## src/rtl/cla_seq_adder64.sv

```systemverilog
// Multi-precision add sequencer: computes a NWORDS*16-bit sum by time-multiplexing one
// external 16-bit carry-lookahead adder, least-significant word first. The inter-word
// carry lives in a register between cycles.
//
// Ports:
//   clk, reset          clock and synchronous active-high reset
//   start, a, b,        request; operands and carry_in latched when start is accepted
//   carry_in            (in IDLE or DONE)
//   busy, done          busy while words are being added; done is a one-cycle result pulse
//   sum, carry_out      registered result, held until the next operation overwrites it
//   add_a, add_b,       combinational drive to the shared cla_adder16
//   add_cin
//   add_sum, add_cout   combinational result from the shared cla_adder16
module cla_seq_adder64 #(
  parameter int unsigned NWORDS = 4,
  parameter int unsigned WORD_W = 16
) (
  input  logic                       clk,
  input  logic                       reset,
  input  logic                       start,
  input  logic [NWORDS*WORD_W-1:0]   a,
  input  logic [NWORDS*WORD_W-1:0]   b,
  input  logic                       carry_in,
  output logic                       busy,
  output logic                       done,
  output logic [NWORDS*WORD_W-1:0]   sum,
  output logic                       carry_out,
  output logic [WORD_W-1:0]          add_a,
  output logic [WORD_W-1:0]          add_b,
  output logic                       add_cin,
  input  logic [WORD_W-1:0]          add_sum,
  input  logic                       add_cout
);

  localparam int unsigned Width = NWORDS * WORD_W;
  localparam int unsigned IdxW  = (NWORDS > 1) ? $clog2(NWORDS) : 1;
  localparam logic [IdxW-1:0] LastIdx = IdxW'(NWORDS - 1);

  typedef enum logic [1:0] {StIdle, StRun, StDone} state_e;

  state_e            state_q, state_d;
  logic [IdxW-1:0]   idx_q, idx_d;
  logic [Width-1:0]  a_q, a_d;
  logic [Width-1:0]  b_q, b_d;
  logic [Width-1:0]  sum_q, sum_d;
  logic              carry_q, carry_d;
  logic              cout_q, cout_d;

  always_comb begin
    state_d = state_q;
    idx_d   = idx_q;
    a_d     = a_q;
    b_d     = b_q;
    sum_d   = sum_q;
    carry_d = carry_q;
    cout_d  = cout_q;
    unique case (state_q)
      // DONE accepts a new request exactly like IDLE, giving back-to-back operation.
      StIdle, StDone: begin
        if (start) begin
          a_d     = a;
          b_d     = b;
          carry_d = carry_in;
          idx_d   = '0;
          state_d = StRun;
        end else begin
          state_d = StIdle;
        end
      end
      StRun: begin
        sum_d[WORD_W*idx_q +: WORD_W] = add_sum;
        carry_d = add_cout;
        idx_d   = idx_q + IdxW'(1);
        if (idx_q == LastIdx) begin
          cout_d  = add_cout;
          // Park idx at word 0 so the adder sees word 0 outside RUN.
          idx_d   = '0;
          state_d = StDone;
        end
      end
      default: state_d = StIdle;
    endcase
  end

  // Reset has priority over any request in the same cycle.
  always_ff @(posedge clk) begin
    if (reset) begin
      state_q <= StIdle;
      idx_q   <= '0;
      a_q     <= '0;
      b_q     <= '0;
      sum_q   <= '0;
      carry_q <= 1'b0;
      cout_q  <= 1'b0;
    end else begin
      state_q <= state_d;
      idx_q   <= idx_d;
      a_q     <= a_d;
      b_q     <= b_d;
      sum_q   <= sum_d;
      carry_q <= carry_d;
      cout_q  <= cout_d;
    end
  end

  // Adder drive comes from registers only, so operand changes after acceptance are invisible.
  always_comb begin
    add_a   = a_q[WORD_W*idx_q +: WORD_W];
    add_b   = b_q[WORD_W*idx_q +: WORD_W];
    add_cin = carry_q;
  end

  assign busy      = (state_q == StRun);
  assign done      = (state_q == StDone);
  assign sum       = sum_q;
  assign carry_out = cout_q;

endmodule
```

## config.mk

```make
export PLATFORM = sky130hd
export DESIGN_NAME = cla_seq_adder64
export DESIGN_NICKNAME = d
export VERILOG_FILES = /design/src/rtl/cla_seq_adder64.sv
export SDC_FILE = /design/constraint.sdc
export NUM_CORES = 1
export LEC_CHECK = 0
export ABC_CLOCK_PERIOD_IN_PS = 2500
export CAP_MARGIN = 20
export CELL_PAD_IN_SITES_DETAIL_PLACEMENT = 1
export CELL_PAD_IN_SITES_GLOBAL_PLACEMENT = 1
export CORE_MARGIN = 3
export CORE_UTILIZATION = 35
export CTS_BUF_LIST = sky130_fd_sc_hd__clkbuf_8
export DETAILED_ROUTE_END_ITERATION = 12
export HOLD_SLACK_MARGIN = 0.15
export PLACE_DENSITY_LB_ADDON = 0.1
export SETUP_SLACK_MARGIN = 0.2
export SKIP_CTS_REPAIR_TIMING = 1
export SLEW_MARGIN = 20
export SYNTH_ARGS = -nofsm -noshare
export SYNTH_HDL_FRONTEND = slang
export SYNTH_SLANG_ARGS = --single-unit
```

## constraint.sdc

```tcl
create_clock -name clk -period 2.5 [get_ports clk]
set_input_delay 0.625 -clock clk [delete_from_list [all_inputs] [get_ports clk]]
set_output_delay 0.625 -clock clk [all_outputs]
set_load 0.005 [all_outputs]
```

==> impl_metrics.env <==
export IMPL_outcome="complete, no violations"
export IMPL_synth_distinct_cells=29
export IMPL_antenna_found_initial=3
export IMPL_root_buffer="clkbuf_8"
export IMPL_drc_errors=0
export IMPL_port_buffer_count=248
export IMPL_cp_arrival_ns=1.85
export IMPL_timing_rr_start="idx_q[0]$_SDFFE_PP0P_"
export IMPL_required_ns=1.88
export IMPL_start_util=0.3608
export IMPL_dpl_hpwl_um=17550
export IMPL_crit_family="multiplexers"
export IMPL_final_max_slew_viol_count=0
export IMPL_critical_path_cell_chain="clkbuf_16, buf_6, buf_6, mux4_2, buf_6"
export IMPL_cpMostUsedCell="buf_6"
export IMPL_p_sw_frac=0.2713
export IMPL_tightest_slew_ns=0.7744
export IMPL_drt_vias_per_instance=4.998
export IMPL_ys_warn_count=0
export IMPL_p_total_mw=6.615
export IMPL_grt_remaining_overflow=0
export IMPL_post_place_ws_ns=0.2424
export IMPL_intPower_mw=4.820
export IMPL_syn_area_per_cell_um2=9.012
export IMPL_whs_path_depth=2
export IMPL_synthCells=855
export IMPL_firstDrtPassIters=4
export IMPL_ctsLongestPathBuffers=2
export IMPL_vias=6942
export IMPL_post_route_min_period_ns=2.470
export IMPL_reg2reg_to="sum[54]$_SDFFE_PP0P_"
export IMPL_drt_wl_total_um=24990
export IMPL_syn_nets=1010
export IMPL_max_freq_ghz=0.4048
export IMPL_cts_tree="done"
export IMPL_num_io_pins=249
export IMPL_placementRows=53
export IMPL_grt_use_total=0.2015
export IMPL_syn2layout_area_growth_pct=45.01
export IMPL_critPathMaxStageDelay_ns=0.49
export IMPL_grt_pass1_wl_um=38870
export IMPL_finalSetupViolCount=0
export IMPL_cp_buffers_inverters=4
export IMPL_crit_path_max_fanout=5
export IMPL_postRouteAntennaNets=0
export IMPL_hold_viol=0
export IMPL_fp_dieArea_um2=23830
export IMPL_worstSkewPairLatency_ns=0.46
export IMPL_hp_class="register to register"
export IMPL_crit_type="register to primary output"
export IMPL_cp_endpoint="add_a[0]"
export IMPL_worst_slack_ns=0.02990
export IMPL_fin_crit_sh=0.9880
export IMPL_p_leak_nw=4.145
export IMPL_maxSlewHeadroom=0.4837
export IMPL_p_per_area_nw_per_um2=592.0
export IMPL_power_frac_comb=0.157
export IMPL_grt_pass1_vias=7138
export IMPL_yosysSeqAreaShare=0.5145
export IMPL_start_kind="register"
export IMPL_rr_worst_depth=9
export IMPL_cts_buffers=17
export IMPL_power_share_clock=0.332
export IMPL_fin_worst_skew_ns=0.01864
export IMPL_die_h_um=154.4
export IMPL_p_seq_frac=0.511
export IMPL_ys_ff_latch=198
export IMPL_worst_path_stages=5
export IMPL_drive_above_1_share=0.1420
export IMPL_end_kind="primary output"
export IMPL_min_from="sum[54]$_SDFFE_PP0P_"
export IMPL_nets=1255
export IMPL_reg2reg_setup_slack_ns=0.36
export IMPL_rsz0062_at_grt="yes"
export IMPL_peakVddDrop_mv=0.3517
export IMPL_globalplace_congestion=0.7516
export IMPL_core_area_um2=21350
export IMPL_max_cap_violations=0
export IMPL_timing_critical_path_from="idx_q[0]$_SDFFE_PP0P_"
export IMPL_wl_per_cell_um=17.99
export IMPL_grt_max_degree=88
export IMPL_mappedNetlistArea_um2=7705
export IMPL_cts_clk_slew_worst_paths_ns=0.10
export IMPL_cts_sinks=198
export IMPL_slowest_stage="mux4_2"
export IMPL_die_w_um=154.4
export IMPL_switching_power_mw=1.795
export IMPL_cts_htree_levels=4
export IMPL_drtIter0Drc=303
worst min-delay path: cells and delay by family (launching register included):
family             cells  cell delay (ns)
DFF                    1             0.32
and+or+nand+nor        1             0.05
AOI/OAI and AO/OA      1             0.05
per-layer routing:
layer  vias to the layer above  share of wire  global-route usage  wire, um
met4                         4          0.010             0.04668       255
met3                        16          0.061             0.05848      1537
li1                       3395              -                   -         -
met2                       151           0.49              0.3371     12220
met5                         -         0.0011                   0        27
met1                      3376           0.44              0.2585     10960
kinds of logic (layout without fill, tap and decap cells):
group / Yosys count / count (layout) / share of synthesized area
flops: 198 / 198 / 0.5145
other cells: 0 / 1 / 0
compound gates: 199 / 199 / 0.1468
mux: 32 / 32 / 0.09354
fa+ha+maj: 6 / 6 / 0.009743
simple gates: 346 / 346 / 0.1885
buf+inv: 74 / 332 / 0.04693
Yosys cell counts:
cell type | number | area, um^2
nand4bb_1 | 1 | 11.26
a311oi_1 | 1 | 8.760
buf_4 | 6 | 45.04
inv_2 | 1 | 3.750
and3b_1 | 2 | 17.52
and4bb_2 | 1 | 12.51
clkbuf_1 | 33 | 123.9
nand3_1 | 34 | 170.2
a21oi_2 | 2 | 17.52
nand2_1 | 292 | 1096
buf_6 | 4 | 45.04
mux4_2 | 32 | 720.7
nand3b_1 | 4 | 30.03
dfxtp_1 | 198 | 3964
nor4b_1 | 1 | 8.760
ha_1 | 6 | 75.07
a22o_1 | 32 | 280.3
nor2_1 | 4 | 15.01
nand2b_1 | 2 | 12.51
buf_1 | 3 | 11.26
a31oi_1 | 1 | 6.260
nor4b_4 | 1 | 23.77
o21a_1 | 1 | 7.510
nor2b_1 | 2 | 12.51
nor4_4 | 2 | 42.54
clkbuf_2 | 1 | 5.000
inv_1 | 2 | 7.510
a21oi_1 | 162 | 810.8
buf_2 | 24 | 120.1
power groups by stage:
stage | clock network (mW) | logic [mW] | registers (mW)
after global routing | 2.40 | 1.14 | 3.40
final | 2.20 | 1.04 | 3.38
after detailed placement | 0 | 0.979 | 3.45
after CTS | 2.28 | 0.984 | 3.38
after global placement | 0 | 0.962 | 3.45
after floorplan | 0 | 0.466 | 3.42
cells in the final DEF (no fill, tap or decap), drive strengths merged, types with 5 or more instances in the layout:
cell type,count
clkbuf,39
mux4,32
a22o,32
clkdlybuf4s50,214
ha,6
buf,59
dfxtp,198
nand2,292
a21oi,164
inv,11
clkinv,5
nand3,34
layout make-up:
class                      instances  area, um^2
multi-input combinational        583        3401
tap                              275       344.1
clock buffer                      17       234.0
inverter                           3       11.26
sequential                       198        3975
clock inverter                    15       183.9
timing repair buffer             297        3022
antenna                            1       2.502
fill                            2462       10180
worst min path at each step:
stage	to	slack (ns)
2_1_floorplan	a_q[31]$_SDFFE_PP0P_	0.43
3_3_place_gp	sum[20]$_SDFFE_PP0P_	0.44
3_5_place_dp	sum[22]$_SDFFE_PP0P_	0.44
4_1_cts	sum[22]$_SDFFE_PP0P_	0.46
5_1_grt	sum[52]$_SDFFE_PP0P_	0.48
6_report	sum[54]$_SDFFE_PP0P_	0.45
state kept, by name (all words and copies together), names as in the netlist:
register	cells
a_q	64
state_q	2
sum	64
carry_out	1
idx_q	2
add_cin	1
b_q	64
through the flow:
step / instances / instance area [um^2] / setup TNS (ns) / utilization / hold WS (ns)
global route: 1389 / 11170 / -0.6084 / 0.5233 / 0.4778
global placement: 1329 / 10470 / 0 / 0.4902 / 0.4375
floorplan: 855 / 7705 / 0 / - / 0.4331
CTS: 1361 / 10890 / -7.178 / 0.5098 / 0.4576
detailed placement: 1329 / 10470 / 0 / 0.4902 / 0.4426
finish: 1389 / 11170 / 0 / 0.5233 / 0.4545
Note: power is estimated with default switching activity, not from simulation.
